--- config.mk ---
export PLATFORM = sky130hd
export DESIGN_NAME = rv32i_lsu_flat
export DESIGN_NICKNAME = d
export VERILOG_FILES = /design/src/rtl/rv32i_lsu_if.sv /design/src/rtl/rv32i_lsu.sv /design/src/flat_wrapper.sv
export SDC_FILE = /design/constraint.sdc
export NUM_CORES = 1
export LEC_CHECK = 0
export CAP_MARGIN = 20
export CORE_MARGIN = 10
export CORE_UTILIZATION = 46
export CTS_CLUSTER_DIAMETER = 60
export DETAILED_ROUTE_END_ITERATION = 8
export GPL_TIMING_DRIVEN = 1
export PLACE_DENSITY = 0.78
export SLEW_MARGIN = 10
export SYNTH_ARGS = -nofsm -noshare
export SYNTH_HDL_FRONTEND = slang
export SYNTH_SLANG_ARGS = --single-unit
--- constraint.sdc ---
create_clock -name clk -period 2.81 [get_ports clk]
set_clock_uncertainty 0.05 [all_clocks]
set_input_delay 0.281 -clock clk [delete_from_list [all_inputs] [get_ports clk]]
set_output_delay 0.281 -clock clk [all_outputs]
set_load 0.05 [all_outputs]
--- src/rtl/rv32i_lsu_if.sv ---
`default_nettype none
// ============================================================================
//  Module   : rv32i_lsu_if
//  Purpose  : Request/response and memory-port bundle for the rv32i LSU.
//             The slave view belongs to the LSU.
//             The master view belongs to whatever drives requests and
//             answers memory beats (core plus memory, or a testbench).
//  Revision : 1.0  initial release
// ============================================================================
interface rv32i_lsu_if #(
   parameter int ADDR_W = 32
) ();
   // core request
   logic              req_valid;
   logic              req_ready;
   logic              req_we;
   logic [1:0]        req_size;
   logic              req_unsigned;
   logic [ADDR_W-1:0] req_addr;
   logic [31:0]       req_wdata;
   // core response
   logic              rsp_valid;
   logic              rsp_error;
   logic [31:0]       rsp_rdata;
   // memory port
   logic              mem_req;
   logic              mem_we;
   logic [ADDR_W-1:0] mem_addr;
   logic [3:0]        mem_be;
   logic [31:0]       mem_wdata;
   logic              mem_ack;
   logic [31:0]       mem_rdata;

   modport slave (
      input  req_valid, req_we, req_size, req_unsigned, req_addr, req_wdata,
      input  mem_ack, mem_rdata,
      output req_ready, rsp_valid, rsp_error, rsp_rdata,
      output mem_req, mem_we, mem_addr, mem_be, mem_wdata
   );

   modport master (
      output req_valid, req_we, req_size, req_unsigned, req_addr, req_wdata,
      output mem_ack, mem_rdata,
      input  req_ready, rsp_valid, rsp_error, rsp_rdata,
      input  mem_req, mem_we, mem_addr, mem_be, mem_wdata
   );
endinterface
`default_nettype wire

--- src/rtl/rv32i_lsu.sv ---
`default_nettype none
// ============================================================================
//  Module   : rv32i_lsu
//  Purpose  : Multi-cycle load/store unit.
//             It takes one request, drives word-aligned memory beats with
//             byte enables, and splits word-crossing accesses into two
//             beats.
//             It returns one extended/assembled response per request.
//  Revision : 1.0  initial release
// ============================================================================
module rv32i_lsu #(
   parameter int ADDR_W         = 32,
   parameter int MISALIGN_SPLIT = 1,
   parameter int ACK_TIMEOUT    = 0
) (
   input  logic        clk,
   input  logic        rst_n,
   rv32i_lsu_if.slave  bus
);

   typedef enum logic [1:0] {
      IDLE  = 2'd0,
      BEAT0 = 2'd1,
      BEAT1 = 2'd2,
      RESP  = 2'd3
   } state_t;

   state_t            state, state_next;
   logic              we_q, uns_q;
   logic [1:0]        size_q;
   logic [ADDR_W-1:0] addr_q;
   logic [31:0]       wdata_q;
   logic [31:0]       asm_q;
   logic              rsp_error_q, err_next;
   logic [31:0]       rsp_rdata_q, rdata_next;
   logic              accept, timeout;

   function automatic logic [3:0] size_mask(input logic [1:0] sz);
      case (sz)
         2'b00:   return 4'b0001;
         2'b01:   return 4'b0011;
         default: return 4'b1111;
      endcase
   endfunction

   function automatic logic crosses(input logic [1:0] sz, input logic [1:0] off);
      return (sz == 2'b01 && off == 2'd3) || (sz == 2'b10 && off != 2'd0);
   endfunction

   function automatic logic [31:0] extend(input logic [31:0] d, input logic [1:0] sz,
                                          input logic uns);
      case (sz)
         2'b00:   return uns ? {24'd0, d[7:0]}  : {{24{d[7]}}, d[7:0]};
         2'b01:   return uns ? {16'd0, d[15:0]} : {{16{d[15]}}, d[15:0]};
         default: return d;
      endcase
   endfunction

   // Lane geometry of the latched request: beat 0 shifts up by the byte
   // offset, beat 1 carries whatever spilled past lane 3.
   logic [1:0]        off;
   logic [4:0]        sh_lo;
   logic [5:0]        sh_hi;
   logic [7:0]        be_wide;
   logic              cross_q, in_beat;
   logic [ADDR_W-1:0] base_addr;
   logic [31:0]       beat0_data, beat1_data;

   assign off        = addr_q[1:0];
   assign sh_lo      = {off, 3'b000};
   assign sh_hi      = 6'd32 - {1'b0, off, 3'b000};
   assign be_wide    = {4'b0000, size_mask(size_q)} << off;
   assign cross_q    = crosses(size_q, off);
   assign base_addr  = {addr_q[ADDR_W-1:2], 2'b00};
   assign in_beat    = (state == BEAT0) || (state == BEAT1);
   assign beat0_data = bus.mem_rdata >> sh_lo;
   assign beat1_data = asm_q | (bus.mem_rdata << sh_hi);

   // Beat outputs come straight from state, so an async reset zeroes them
   // immediately and they cannot change while a beat waits for its ack.
   assign bus.req_ready = (state == IDLE);
   assign bus.mem_req   = in_beat;
   assign bus.mem_we    = in_beat & we_q;
   assign bus.mem_addr  = (state == BEAT0) ? base_addr :
                          (state == BEAT1) ? base_addr + ADDR_W'(4) : '0;
   assign bus.mem_be    = (state == BEAT0) ? be_wide[3:0] :
                          (state == BEAT1) ? be_wide[7:4] : 4'b0000;
   assign bus.mem_wdata = (state == BEAT0) ? (wdata_q << sh_lo) :
                          (state == BEAT1) ? (wdata_q >> sh_hi) : 32'd0;
   assign bus.rsp_valid = (state == RESP);
   assign bus.rsp_error = rsp_error_q;
   assign bus.rsp_rdata = rsp_rdata_q;

   generate
      if (ACK_TIMEOUT > 0) begin : g_timeout
         localparam int CNT_W = $clog2(ACK_TIMEOUT + 1);
         logic [CNT_W-1:0] ack_wait;
         // Count unacknowledged cycles of the current beat; restart on ack or beat exit.
         always_ff @(posedge clk or negedge rst_n) begin
            if (!rst_n)                       ack_wait <= '0;
            else if (in_beat && !bus.mem_ack) ack_wait <= ack_wait + 1'b1;
            else                              ack_wait <= '0;
         end
         assign timeout = in_beat && !bus.mem_ack && (ack_wait == CNT_W'(ACK_TIMEOUT - 1));
      end else begin : g_no_timeout
         assign timeout = 1'b0;
      end
   endgenerate

   // State register plus the response fields computed on the way into RESP.
   always_ff @(posedge clk or negedge rst_n) begin
      if (!rst_n) begin
         state       <= IDLE;
         rsp_error_q <= 1'b0;
         rsp_rdata_q <= 32'd0;
      end else begin
         state       <= state_next;
         rsp_error_q <= err_next;
         rsp_rdata_q <= rdata_next;
      end
   end

   // Capture the request on accept and hold the low part of a split load.
   always_ff @(posedge clk or negedge rst_n) begin
      if (!rst_n) begin
         we_q    <= 1'b0;
         uns_q   <= 1'b0;
         size_q  <= 2'b00;
         addr_q  <= '0;
         wdata_q <= 32'd0;
         asm_q   <= 32'd0;
      end else begin
         if (accept) begin
            we_q    <= bus.req_we;
            uns_q   <= bus.req_unsigned;
            size_q  <= bus.req_size;
            addr_q  <= bus.req_addr;
            wdata_q <= bus.req_wdata;
         end
         if (state == BEAT0 && bus.mem_ack)
            asm_q <= beat0_data;
      end
   end

   // Next-state decode and response values for the transition into RESP.
   always_comb begin
      state_next = state;
      accept     = 1'b0;
      err_next   = 1'b0;
      rdata_next = 32'd0;
      case (state)
         IDLE: begin
            if (bus.req_valid) begin
               accept = 1'b1;
               if (bus.req_size == 2'b11 ||
                   (MISALIGN_SPLIT == 0 && crosses(bus.req_size, bus.req_addr[1:0]))) begin
                  state_next = RESP;
                  err_next   = 1'b1;
               end else begin
                  state_next = BEAT0;
               end
            end
         end
         BEAT0: begin
            if (bus.mem_ack) begin
               if (cross_q) begin
                  state_next = BEAT1;
               end else begin
                  state_next = RESP;
                  if (!we_q) rdata_next = extend(beat0_data, size_q, uns_q);
               end
            end else if (timeout) begin
               state_next = RESP;
               err_next   = 1'b1;
            end
         end
         BEAT1: begin
            if (bus.mem_ack) begin
               state_next = RESP;
               if (!we_q) rdata_next = extend(beat1_data, size_q, uns_q);
            end else if (timeout) begin
               state_next = RESP;
               err_next   = 1'b1;
            end
         end
         default: state_next = IDLE;
      endcase
   end

endmodule
`default_nettype wire

--- src/flat_wrapper.sv ---
// flat-port wrapper written by rule: the top's interface ports become plain ports
module rv32i_lsu_flat 
#(
   parameter int ADDR_W         = 32,
   parameter int MISALIGN_SPLIT = 1,
   parameter int ACK_TIMEOUT    = 0
)
  (clk, rst_n, bus_req_valid, bus_req_we, bus_req_size, bus_req_unsigned, bus_req_addr, bus_req_wdata, bus_mem_ack, bus_mem_rdata, bus_req_ready, bus_rsp_valid, bus_rsp_error, bus_rsp_rdata, bus_mem_req, bus_mem_we, bus_mem_addr, bus_mem_be, bus_mem_wdata);
  rv32i_lsu_if #(.ADDR_W(ADDR_W)) bus_i ();
  input  logic clk;
  input  logic rst_n;
  input wire logic [$bits(bus_i.req_valid)-1:0] bus_req_valid;
  input wire logic [$bits(bus_i.req_we)-1:0] bus_req_we;
  input wire logic [$bits(bus_i.req_size)-1:0] bus_req_size;
  input wire logic [$bits(bus_i.req_unsigned)-1:0] bus_req_unsigned;
  input wire logic [$bits(bus_i.req_addr)-1:0] bus_req_addr;
  input wire logic [$bits(bus_i.req_wdata)-1:0] bus_req_wdata;
  input wire logic [$bits(bus_i.mem_ack)-1:0] bus_mem_ack;
  input wire logic [$bits(bus_i.mem_rdata)-1:0] bus_mem_rdata;
  output wire logic [$bits(bus_i.req_ready)-1:0] bus_req_ready;
  output wire logic [$bits(bus_i.rsp_valid)-1:0] bus_rsp_valid;
  output wire logic [$bits(bus_i.rsp_error)-1:0] bus_rsp_error;
  output wire logic [$bits(bus_i.rsp_rdata)-1:0] bus_rsp_rdata;
  output wire logic [$bits(bus_i.mem_req)-1:0] bus_mem_req;
  output wire logic [$bits(bus_i.mem_we)-1:0] bus_mem_we;
  output wire logic [$bits(bus_i.mem_addr)-1:0] bus_mem_addr;
  output wire logic [$bits(bus_i.mem_be)-1:0] bus_mem_be;
  output wire logic [$bits(bus_i.mem_wdata)-1:0] bus_mem_wdata;
  assign bus_i.req_valid = bus_req_valid;
  assign bus_i.req_we = bus_req_we;
  assign bus_i.req_size = bus_req_size;
  assign bus_i.req_unsigned = bus_req_unsigned;
  assign bus_i.req_addr = bus_req_addr;
  assign bus_i.req_wdata = bus_req_wdata;
  assign bus_i.mem_ack = bus_mem_ack;
  assign bus_i.mem_rdata = bus_mem_rdata;
  assign bus_req_ready = bus_i.req_ready;
  assign bus_rsp_valid = bus_i.rsp_valid;
  assign bus_rsp_error = bus_i.rsp_error;
  assign bus_rsp_rdata = bus_i.rsp_rdata;
  assign bus_mem_req = bus_i.mem_req;
  assign bus_mem_we = bus_i.mem_we;
  assign bus_mem_addr = bus_i.mem_addr;
  assign bus_mem_be = bus_i.mem_be;
  assign bus_mem_wdata = bus_i.mem_wdata;
  rv32i_lsu #(.ADDR_W(ADDR_W), .MISALIGN_SPLIT(MISALIGN_SPLIT), .ACK_TIMEOUT(ACK_TIMEOUT)) u_core (.clk(clk), .rst_n(rst_n), .bus(bus_i));
endmodule
# After elaboration in Yosys (flattened, before gate mapping)
# Index checks and enable logic that the tools add are counted.
# totals
register_bits	135
latch_bits	0
ram_bits	0
mem_bits_ro	0
inputBits	104
output_inout_bits	105
word_cells	67
mem_count	0
# classes
n_addsub	2
n_mul	0
n_div	0
order_cmp	0
eq_ne	10
shift	5
muxes	30
bitwise	2
reduce_logical	9
# op_table
cell	count
32-bit 2-to-1 mux	13
32-bit one-hot mux with 2 select lines	3
32-bit by 3-bit adder with 32-bit output (second input constant)	1
32-bit bitwise OR	1
32-bit by 5-bit left shift with 32-bit output	1
32-bit by 6-bit left shift with 32-bit output	1
32-bit by 5-bit right shift with 32-bit output	1
32-bit by 6-bit right shift with 32-bit output	1
2-bit equality test (second input constant)	5
2-bit 2-to-1 mux	4
4-bit 2-to-1 mux	2
4-bit one-hot mux with 2 select lines	1
4-bit by 2-bit left shift with 8-bit output	1
1-bit 2-to-1 mux	6
2-bit inequality test (second input constant)	3
2-bit one-hot mux with 3 select lines	1
6-bit by 5-bit subtractor with 6-bit output (first input constant)	1
2-bit by 1-bit equality test with 1-bit output (second input constant)	2
2-bit zero test	2
1-bit logical AND	3
3-bit AND reduction	1
1-bit logical OR	2
2-bit nonzero test	1
1-bit bitwise AND	1

# Logic depth before layout (Yosys ltp)
# logic_depth
ltp_word	8
depth_mapped	12
ltp_nobuf	6

# Worst setup path after synthesis
# No wires, ideal clock.
# synth_path
path_kind	register to output
start	register u_core.addr_q[1]
end	output bus_mem_wdata[0]
arrival_time_ps	3550
t_required_ps	2479
path_slack_ps	-1071
stages_incl_launch_ff	11
path_cell_list	dfrtp_1 buf_2 buf_1 clkbuf_1 inv_1 ha_1 or4b_1 buf_2 nand2_2 a22oi_1 o21ai_0
# synth_between
elab_chain_len	4
elab_cells_between_ends	5
cone_classes	add/sub (1); shift (2); mux (2)
# synth_lines
element	line_no	source
start: declaration	rv32i_lsu.sv:31	logic [ADDR_W-1:0] addr_q;
start signal: assignment	rv32i_lsu.sv:137	addr_q <= bus.req_addr;
6-bit by 5-bit subtractor with 6-bit output	rv32i_lsu.sv:71	assign sh_hi = 6'd32 - {1'b0, off, 3'b000};
32-bit by 6-bit right shift with 32-bit output	rv32i_lsu.sv:89	(state == BEAT1) ? (wdata_q >> sh_hi) : 32'd0;
32-bit 2-to-1 mux	rv32i_lsu.sv:89	
32-bit 2-to-1 mux (*)	rv32i_lsu.sv:88	assign bus.mem_wdata = (state == BEAT0) ? (wdata_q << sh_lo) :
end: declaration	flat_wrapper.sv:28	output wire logic [$bits(bus_i.mem_wdata)-1:0] bus_mem_wdata;
# Mark *: on every way between the ends. The rest lies on a longest branch, timed or not.

# Final worst setup path
# layout_path
start	register u_core.addr_q[0]
end	output bus_mem_wdata[24]
# Same word-level chain as after synthesis.

==> flow_summary_export.csv <==
group,metric,value,unit
sta,slew_headroom,26.5,%
place,gp_congestion,0.955,
detailed_routing,dr_total_vias,8079,
synthesis,synth_flop_cell,"dfrtp_1",
clock_tree,clock-sinks,135,
sta,min_period,2.84,ns
detailed_routing,postRouteAntennaNets,0,
sta,setup_ws,-0.0258,ns
finish,syn2layout_area_growth,49.6,%
setup_path,crit_chain,"inv_4 > ha_4 > or4b_4 > a21oi_4 > buf_6 > nand2_2 > o21ai_2 > buf_12",
finish,fin_cells,1302,
synthesis,synthArstFlopShare,100,%
detailed_routing,vias_per_cell,6.21,
grt,grt_pass1_vias,8009,
setup_path,cp_slowest_cell,"or4b_4",
setup_path,endpoint,"bus_mem_wdata[24]",
setup_path,crit-reg2reg-launch,"u_core.state[1]$_DFFE_PN0P_",
synthesis,ys_top_cells_by_area,"dfrtp_1 40%, mux2_2 13%, mux2i_1 6.0%",
finish,layout_common_cells,"138 x clkdlybuf4s50_1, 133 x dfrtp_1, 99 x mux2_2",
sta,hold_violations,0,
grt,grt_max_degree,105,
synthesis,synth_warnings,0,
finish,nNetsFinal,1170,
detailed_routing,wl_per_cell,23.0,um
run_status,outcome,"finished with violations",
die,dieArea,24400,um2
place,dpl_cell_area,11700,um2
sta,finalSetupTns,-0.170,ns
setup_path,slowest_delay,0.61,ns
setup_path,r2r_slack,0.17,ns
finish,drive_gt1_share,33.5,%
synthesis,ys_seq_area_share,39.7,%
setup_path,r2r_end,"u_core.bus.rsp_rdata[25]$_DFF_PN0_",
sta,rsz0062_at_grt,"true",
job,drv_cap,0,
sta,finalMaxSlewViolations,0,
power,p_leak,0.00518,uW
setup_path,cp-start-kind,"flip-flop",
grt,met3_usage,8.24,%
grt,grt_overflow_total,0,
die,dieWidth,156,um
finish,final_util,70.4,%
die,core_area,18100,um2
sta,min_period_over_period,101,%
finish,fin_area,12700,um2
synthesis,synth_enable_flop_cells,0,
place,numPortBuffers,206,
setup_path,end_kind,"output pin",
place,place_ws,0.0352,ns
finish,fillers,1223,
setup_path,r2r_cells,8,
detailed_routing,first_pass_iters,5,
power,powerDensity,1430,nW/um2
die,die_y,156,um
synthesis,ys_seq_elements,135,
die,start_util,47.1,%
grt,busiest_layer,"met2",
place,place_inst,1251,
run_status,violations,"negative setup slack",
clock_tree,clkSlewWorstSetupHoldPaths,0.06,ns
grt,grtUsageMet2,39.0,%
place,dp_hpwl,20800,um
setup_path,arrival,2.50,ns
min_path,hold_class,"in2async",
grt,antenna_found_initial,1,
sta,max_clock_freq,0.353,GHz
clock_tree,cts_htree_levels,4,
clock_tree,cts-root-buf,"clkbuf_16",
setup_path,critPathKind,"reg2out",
synthesis,synth_top_cell_area_share,39.7,%
sta,tightest_slew,1.09,ns
synthesis,syn_area,8510,um2
detailed_routing,wl,29900,um
sta,finalSetupViolations,9,
finish,layout_commonest_cell,"clkdlybuf4s50_1",
die,row_count,49,
setup_path,crit_required,2.48,ns
setup_path,crit_start,"u_core.addr_q[0]$_DFFE_PN0P_",
clock_tree,cts_tree,"yes",
die,io-pin-count,209,
grt,grt_pass1_wl,45300,um
synthesis,yosysUniqueCellTypes,73,
power,ir_drop,1030,uV
synthesis,synth_cells,847,
grt,track_usage,23.6,%
detailed_routing,drt_iter0_drc,657,
clock_tree,cts_buffers,17,
setup_path,crit_fanout,5,
detailed_routing,drc,0,
synthesis,synth_area_leader_cell,"dfrtp_1",
synthesis,avgSynthCellArea,10.1,um2
grt,use_met1,27.9,%
clock_tree,clock_latency,0.43,ns
clock_tree,clock_path_buffers,2,
worst min-delay path by stage:
stage	to	slack [ns]	from
after floorplan	u_core.addr_q[0]$_DFFE_PN0P_	-0.06	rst_n
after global placement	u_core.bus.rsp_rdata[20]$_DFF_PN0_	0.30	rst_n
after detailed placement	u_core.bus.rsp_rdata[18]$_DFF_PN0_	0.31	rst_n
after CTS	u_core.bus.rsp_error$_DFF_PN0_	0.40	bus_req_size[1]
after global routing	u_core.addr_q[11]$_DFFE_PN0P_	0.41	bus_req_addr[11]
final	u_core.bus.rsp_rdata[18]$_DFF_PN0_	0.38	rst_n
cell families after synthesis:
| kind of cell | count (synthesis) | synth area share (%) |
|---|---|---|
| fa+ha+maj | 7 | 1.03 |
| xor+xnor | 5 | 0.514 |
| other cells | 1 | 0.0440 |
| compound gates | 243 | 18.8 |
| buf+inv | 79 | 4.35 |
| simple gates | 217 | 13.9 |
| mux | 160 | 21.7 |
| flops | 135 | 39.7 |
registers in the layout (all words and copies together), names as in the netlist:
signal,count
u_core.addr_q,32
u_core.asm_q,32
u_core.bus.rsp_rdata,32
u_core.wdata_q,32
u_core.size_q,2
u_core.state,2
u_core.bus.rsp_error,1
u_core.uns_q,1
u_core.we_q,1
power by group:
part           total (uW)  leakage, uW  switching [uW]  internal (uW)
logic               12400      0.00323            7040           5330
clock network        2150     0.000267             889           1260
registers            3650      0.00169             911           2740
worst max-delay path, delay by kind of cell, from the launching register on:
kind / cells / cell delay [ns]
simple gates: 2 / 0.67
flops: 1 / 0.51
buf+inv: 3 / 0.40
compound gates: 2 / 0.29
fa+ha+maj: 1 / 0.20
synth_stat cells (18+ instances only):
library cell	n
a21oi_1	58
clkbuf_1	19
mux2i_1	51
mux2_2	99
buf_2	22
dfrtp_1	135
a22oi_1	24
nor2_1	28
o211ai_1	19
o22ai_1	20
nand2_1	80
o21ai_0	51
a22o_1	18
what timing repair did:
action                                 in CTS  in global routing
setup buffers                               9                  7
gates cloned                                1                  0
hold buffers                                1                  0
endpoints found under the hold margin      71                  0
gates resized for setup                    23                 43
setup endpoints to repair                  48                 38
pin swaps                                   3                 14
layer usage:
metal | part of all wire [%] | vias to the layer above
met5 | 0 | -
met4 | 3.1 | 0
met3 | 10 | 62
met2 | 49 | 428
met1 | 38 | 3973
li1 | - | 3616
stage by stage:
step | hold slack (ns) | total power, uW
2_1_floorplan | -0.0646 | 11000
3_3_place_gp | 0.300 | 15100
3_5_place_dp | 0.308 | 15300
4_1_cts | 0.403 | 17800
5_1_grt | 0.409 | 19000
6_report | 0.382 | 18200
layout make-up:
type | count | area [um2] | area share [%]
diodes | 1 | 2.50 | 0.0196
clock buffers | 21 | 460 | 3.61
clock inverters | 11 | 100 | 0.786
inverters | 14 | 56.3 | 0.442
multi-input cells | 635 | 5350 | 42.0
flip-flops and latches | 135 | 3380 | 26.6
well taps | 229 | 287 | 2.25
repair buffers | 256 | 3100 | 24.3
(Power assumes the default switching activity.)
